File: src/rtl/capture_ctrl.sv
// Capture sequencer: arms on the SPI arm level, waits for an external trigger
// (or auto-trigger timeout), then gates exactly CAPTURE_WORDS write beats into main memory.
module capture_ctrl #(
    parameter int CAPTURE_WORDS = 1024,
    parameter int CNT_WIDTH     = 16,
    parameter int TRIG_TIMEOUT  = 0
) (
    input  logic                 capture_ctrl_clk,
    input  logic                 capture_ctrl_reset_n,
    input  logic                 capture_ctrl_system_ready,
    input  logic                 capture_ctrl_arm,
    input  logic                 capture_ctrl_ext_trig,
    input  logic                 capture_ctrl_ext_trig_en,
    input  logic                 capture_ctrl_data_en,
    input  logic                 capture_ctrl_fifo_full,
    output logic                 capture_ctrl_wr_en,
    output logic                 capture_ctrl_busy,
    output logic                 capture_ctrl_done,
    output logic                 capture_ctrl_overflow,
    output logic                 capture_ctrl_timed_out,
    output logic [CNT_WIDTH-1:0] capture_ctrl_word_count,
    output logic [2:0]           capture_ctrl_state
);

    typedef enum logic [2:0] {
        IDLE      = 3'd0,
        WAIT_TRIG = 3'd1,
        CAPTURE   = 3'd2,
        DONE      = 3'd3
    } state_t;

    localparam logic [CNT_WIDTH-1:0] LAST_IDX = CNT_WIDTH'(CAPTURE_WORDS - 1);
    localparam logic [CNT_WIDTH-1:0] TO_IDX   = CNT_WIDTH'((TRIG_TIMEOUT > 0) ? TRIG_TIMEOUT - 1 : 0);
    localparam bit                   TO_EN    = (TRIG_TIMEOUT != 0);

    state_t               state_q;
    logic                 arm_s1, arm_s2, arm_prev;
    logic                 trig_s1, trig_s2, trig_prev;
    logic [CNT_WIDTH-1:0] tcnt;
    logic [CNT_WIDTH-1:0] word_count_q;
    logic                 busy_q, done_q, overflow_q, timed_out_q;

    logic arm_rise, arm_fall, trig_rise, beat, timeout_hit, abort;

    always_ff @(posedge capture_ctrl_clk or negedge capture_ctrl_reset_n) begin
        if (!capture_ctrl_reset_n) begin
            arm_s1    <= 1'b0;
            arm_s2    <= 1'b0;
            arm_prev  <= 1'b0;
            trig_s1   <= 1'b0;
            trig_s2   <= 1'b0;
            trig_prev <= 1'b0;
        end else begin
            arm_s1    <= capture_ctrl_arm;
            arm_s2    <= arm_s1;
            arm_prev  <= arm_s2;
            trig_s1   <= capture_ctrl_ext_trig;
            trig_s2   <= trig_s1;
            trig_prev <= trig_s2;
        end
    end

    assign arm_rise    = arm_s2 & ~arm_prev;
    assign arm_fall    = ~arm_s2 & arm_prev;
    assign trig_rise   = trig_s2 & ~trig_prev;
    assign timeout_hit = TO_EN && (tcnt == TO_IDX);
    assign abort       = ~capture_ctrl_system_ready | arm_fall;

    // Combinational from registered state so the beat stays aligned with its data.
    assign beat = (state_q == CAPTURE) & capture_ctrl_data_en & ~capture_ctrl_fifo_full
                  & capture_ctrl_system_ready;

    always_ff @(posedge capture_ctrl_clk or negedge capture_ctrl_reset_n) begin
        if (!capture_ctrl_reset_n) begin
            state_q      <= IDLE;
            tcnt         <= '0;
            word_count_q <= '0;
            busy_q       <= 1'b0;
            done_q       <= 1'b0;
            overflow_q   <= 1'b0;
            timed_out_q  <= 1'b0;
        end else begin
            if (state_q == CAPTURE && capture_ctrl_data_en && capture_ctrl_fifo_full)
                overflow_q <= 1'b1;
            if (beat)
                word_count_q <= word_count_q + CNT_WIDTH'(1);

            case (state_q)
                IDLE: begin
                    if (capture_ctrl_system_ready && arm_rise) begin
                        state_q      <= WAIT_TRIG;
                        busy_q       <= 1'b1;
                        word_count_q <= '0;
                        overflow_q   <= 1'b0;
                        timed_out_q  <= 1'b0;
                        tcnt         <= '0;
                    end
                end
                WAIT_TRIG: begin
                    tcnt <= tcnt + CNT_WIDTH'(1);
                    if (abort) begin
                        state_q <= IDLE;
                        busy_q  <= 1'b0;
                    end else if (!capture_ctrl_ext_trig_en || trig_rise) begin
                        state_q <= CAPTURE;
                    end else if (timeout_hit) begin
                        state_q     <= CAPTURE;
                        timed_out_q <= 1'b1;
                    end
                end
                CAPTURE: begin
                    if (abort) begin
                        state_q <= IDLE;
                        busy_q  <= 1'b0;
                    end else if (beat && word_count_q == LAST_IDX) begin
                        state_q <= DONE;
                        busy_q  <= 1'b0;
                        done_q  <= 1'b1;
                    end
                end
                DONE: begin
                    if (abort) begin
                        state_q <= IDLE;
                        done_q  <= 1'b0;
                    end
                end
                default: begin
                    state_q <= IDLE;
                    busy_q  <= 1'b0;
                    done_q  <= 1'b0;
                end
            endcase
        end
    end

    assign capture_ctrl_wr_en      = beat;
    assign capture_ctrl_busy       = busy_q;
    assign capture_ctrl_done       = done_q;
    assign capture_ctrl_overflow   = overflow_q;
    assign capture_ctrl_timed_out  = timed_out_q;
    assign capture_ctrl_word_count = word_count_q;
    assign capture_ctrl_state      = state_q;

endmodule

File: config.mk
export PLATFORM = sky130hd
export DESIGN_NAME = capture_ctrl
export DESIGN_NICKNAME = d
export VERILOG_FILES = /design/src/rtl/capture_ctrl.sv
export SDC_FILE = /design/constraint.sdc
export NUM_CORES = 1
export LEC_CHECK = 0
export BUFFER_PORTS_ARGS = -buffer_cell sky130_fd_sc_hd__buf_2
export CORE_MARGIN = 2
export CORE_UTILIZATION = 56
export DETAILED_ROUTE_END_ITERATION = 10
export PLACE_DENSITY = 0.83
export SETUP_SLACK_MARGIN = 0.1
export SLEW_MARGIN = 20
export SYNTH_ARGS = -nofsm -noshare
export SYNTH_HDL_FRONTEND = slang
export SYNTH_SLANG_ARGS = --single-unit
File: constraint.sdc
create_clock -name capture_ctrl_clk -period 5 [get_ports capture_ctrl_clk]
set_clock_uncertainty 0.1 [all_clocks]
set_input_delay 0.25 -clock capture_ctrl_clk [delete_from_list [all_inputs] [get_ports capture_ctrl_clk]]
set_output_delay 0.25 -clock capture_ctrl_clk [all_outputs]
set_load 0.01 [all_outputs]
==> flow_summary_export.csv <==
group,metric,value,unit
global_routing,grt_usage,0.2082,
sta,slew_headroom,0.5994,
clock_tree,cts_buffers,3,
cells_and_area,num-fill-cells,176,
synth,synth.area.top_cells,"dfrtp_1 (49%), xnor2_1 (3.8%), nand4_1 (3.6%)",
status,status,"complete, no violations",
synth,synth.distinct_cells,41,
floorplanning,num_io_pins,32,
floorplanning,start_util,0.5737,
clock_tree,tritoncts,"built",
clock_tree,clk_pin_slew,140,ps
synth,yosysMostFrequentCell,"dfrtp_1",
clock_tree,insertion_delay,320,ps
sta,hold-worst-slack,198.3,ps
sta,hold_viol_final,0,
clock_tree,htree_levels,1,
synth,yosysSeqAreaShare,0.4887,
global_routing,grt-ovfl-total,0,
synth,async_flop_share,1.000,
sta,drv_slew,0,
clock_tree,root_buffer,"clkbuf_4",
global_routing,antenna_found_initial,0,
synth,syn_area,1383,um2
setup_path,worstPathRequired,5130,ps
sta,min_period,2064,ps
place,portBuffers,29,
cells_and_area,synthToLayoutAreaGrowth,14.12,%
sta,rsz0062_at_grt,"false",
setup_path,critPathKind,"register to register",
detailed_routing,wl_per_cell,14.34,um
detailed_routing,vias_per_cell,5.911,
floorplanning,die-area,2882,um2
setup_path,end_kind,"register",
sta,worst_pin_slew,600.8,ps
detailed_routing,drt_iter0_drc,23,
sta,max_freq,0.4844,GHz
synth,synth.largest_area_cell,"dfrtp_1",
detailed_routing,via_count,1135,
synth,synth_edf_count,0,
run,cap_violations,0,
sta,setup_tns,0,ps
synth,syn_avg_cell_area,10.40,um2
synth,yosysWarnings,0,
setup_path,worstPathArrival,2190,ps
synth,synth-main-ff-cell,"dfrtp_1",
synth,synth_top_area_share,0.4887,
hold_path,hp-class,"input pin to register",
place,place_congestion,0.8552,
cells_and_area,nNetsFinal,172,
global_routing,first_global_vias,994,
synth,synth_cells,133,
detailed_routing,drc_errors,0,
synth,yosys-top-cells-count,"dfrtp_1 (27), nand2_1 (12), nor2_1 (12)",
floorplanning,die_x,53.69,um
detailed_routing,ant_nets,0,
sta,timing.final.crit_share,0.4129,
clock_tree,clock-sinks,27,
synth,synth_seq_cells,27,
floorplanning,num_rows,18,
global_routing,grt_pass1_wl,4416,um
detailed_routing,firstDrtPassIters,4,
cells_and_area,num_antenna_cells,0,
power_and_ir_drop,vdd.ir_drop.worst,0.2044,mV
clock_tree,ctsResizeCount,0,
cells_and_area,final_layout_size_suffix_gt1_frac,0.2593,
power_and_ir_drop,total_power,368.5,uW
place,hpwl,1981,um
power_and_ir_drop,power.density,233.5,nW/um2
cells_and_area,layout.cells.non_filler,192,
setup_path,critPathLaunchType,"register",
detailed_routing,wl,2754,um
clock_tree,clockBufferDepth,2,
power_and_ir_drop,power.leakage,0.0008077,uW
setup_path,worstPathMaxFanout,12,
floorplanning,fp.dieH,53.69,um
place,dp_cells,185,
global_routing,grt_max_degree,28,
floorplanning,coreArea,2410,um2
sta,setup_viol,0,
-- power by group --
part / switching, uW / internal (uW) / total [uW]
sequential: 8.06 / 227 / 235
combinational: 23.0 / 16.5 / 39.5
clock: 64.1 / 30.0 / 94.1
total: 95.1 / 273 / 368
-- registers in the layout, indices dropped and copies added (netlist names) --
signal                   flops
capture_ctrl_done            1
capture_ctrl_word_count     16
arm_prev                     1
arm_s1                       1
trig_prev                    1
capture_ctrl_state           2
arm_s2                       1
capture_ctrl_overflow        1
capture_ctrl_busy            1
trig_s2                      1
trig_s1                      1
-- area by class of cell --
| cell class | count | area [um2] | share of cell area |
|---|---|---|---|
| sequential | 27 | 675.6 | 0.4282 |
| multi-input combinational | 91 | 631.9 | 0.4005 |
| timing repair buffer | 32 | 175.2 | 0.1110 |
| tap | 30 | 37.54 | 0.02379 |
| inverter | 8 | 30.03 | 0.01903 |
| clock buffer | 3 | 22.52 | 0.01427 |
| clock inverter | 1 | 5.005 | 0.003172 |
-- layer usage --
layer | GRT usage | part of all wire | up-vias
met4 | 0.07265 | 0.013 | 0
met2 | 0.3455 | 0.49 | 46
li1 | - | - | 537
met3 | 0.04722 | 0.061 | 8
met5 | 0 | 0 | -
met1 | 0.2657 | 0.43 | 544
-- cell usage in the layout (no fill, tap or decap), types with 4 or more instances in the layout --
| master | n |
|---|---|
| buf_2 | 29 |
| dfrtp_1 | 27 |
| nor2_1 | 12 |
| nand2_1 | 12 |
| nand4_1 | 8 |
| inv_1 | 8 |
| xnor2_1 | 6 |
| o21ai_0 | 5 |
| nand3_1 | 4 |
| o31ai_1 | 4 |
-- timing repair --
action	4_1_cts	5_1_grt
hold endpoints to repair	29	0
buffers inserted	0	0
hold buffers	3	0
-- worst max-delay path: stages, from the launching register on --
cell and delay (ps):
dfrtp_1 640, nand4b_4 190, nor4_4 560, nand4_2 200
a41o_1 280
-- metrics by stage --
step                area [um2]    util  worst slack (ps)
floorplan                 1386       -              3119
global route              1578  0.6547              2781
global placement          1520  0.6308              3033
finish                    1578  0.6547              2936
detailed placement        1520  0.6308              2961
CTS                       1578  0.6547              2932
-- cells by family (layout without fill, tap and decap cells) --
group	count (synthesis)	after routing	synth area share
adder cells (fa/ha/maj)	1	1	0.009048
AO/OA/AOI/OAI	21	21	0.1095
multiplexers	3	3	0.02172
buffers and inverters	16	44	0.05701
AND/OR/NAND/NOR	58	58	0.2733
flip-flops	27	27	0.4887
other	1	2	0.002712
XOR/XNOR	6	6	0.03801
-- final timing paths --
| kind | from | end | slack (ps) | cells after the start |
|---|---|---|---|---|
| worst min-delay path | capture_ctrl_system_ready | capture_ctrl_state[1] | 200 | 3 |
| max in group asynchronous | capture_ctrl_reset_n | capture_ctrl_word_count[8] | 4060 | 2 |
| worst max register to register | capture_ctrl_state[1] | capture_ctrl_busy | 2940 | 4 |
| min in group asynchronous | capture_ctrl_reset_n | capture_ctrl_word_count[1] | 360 | 2 |
| worst max-delay path | capture_ctrl_state[1] | capture_ctrl_busy | 2940 | 4 |
| worst min register to register | arm_s1 | arm_s2 | 270 | 0 |
Power figures use the tool's default switching activity.
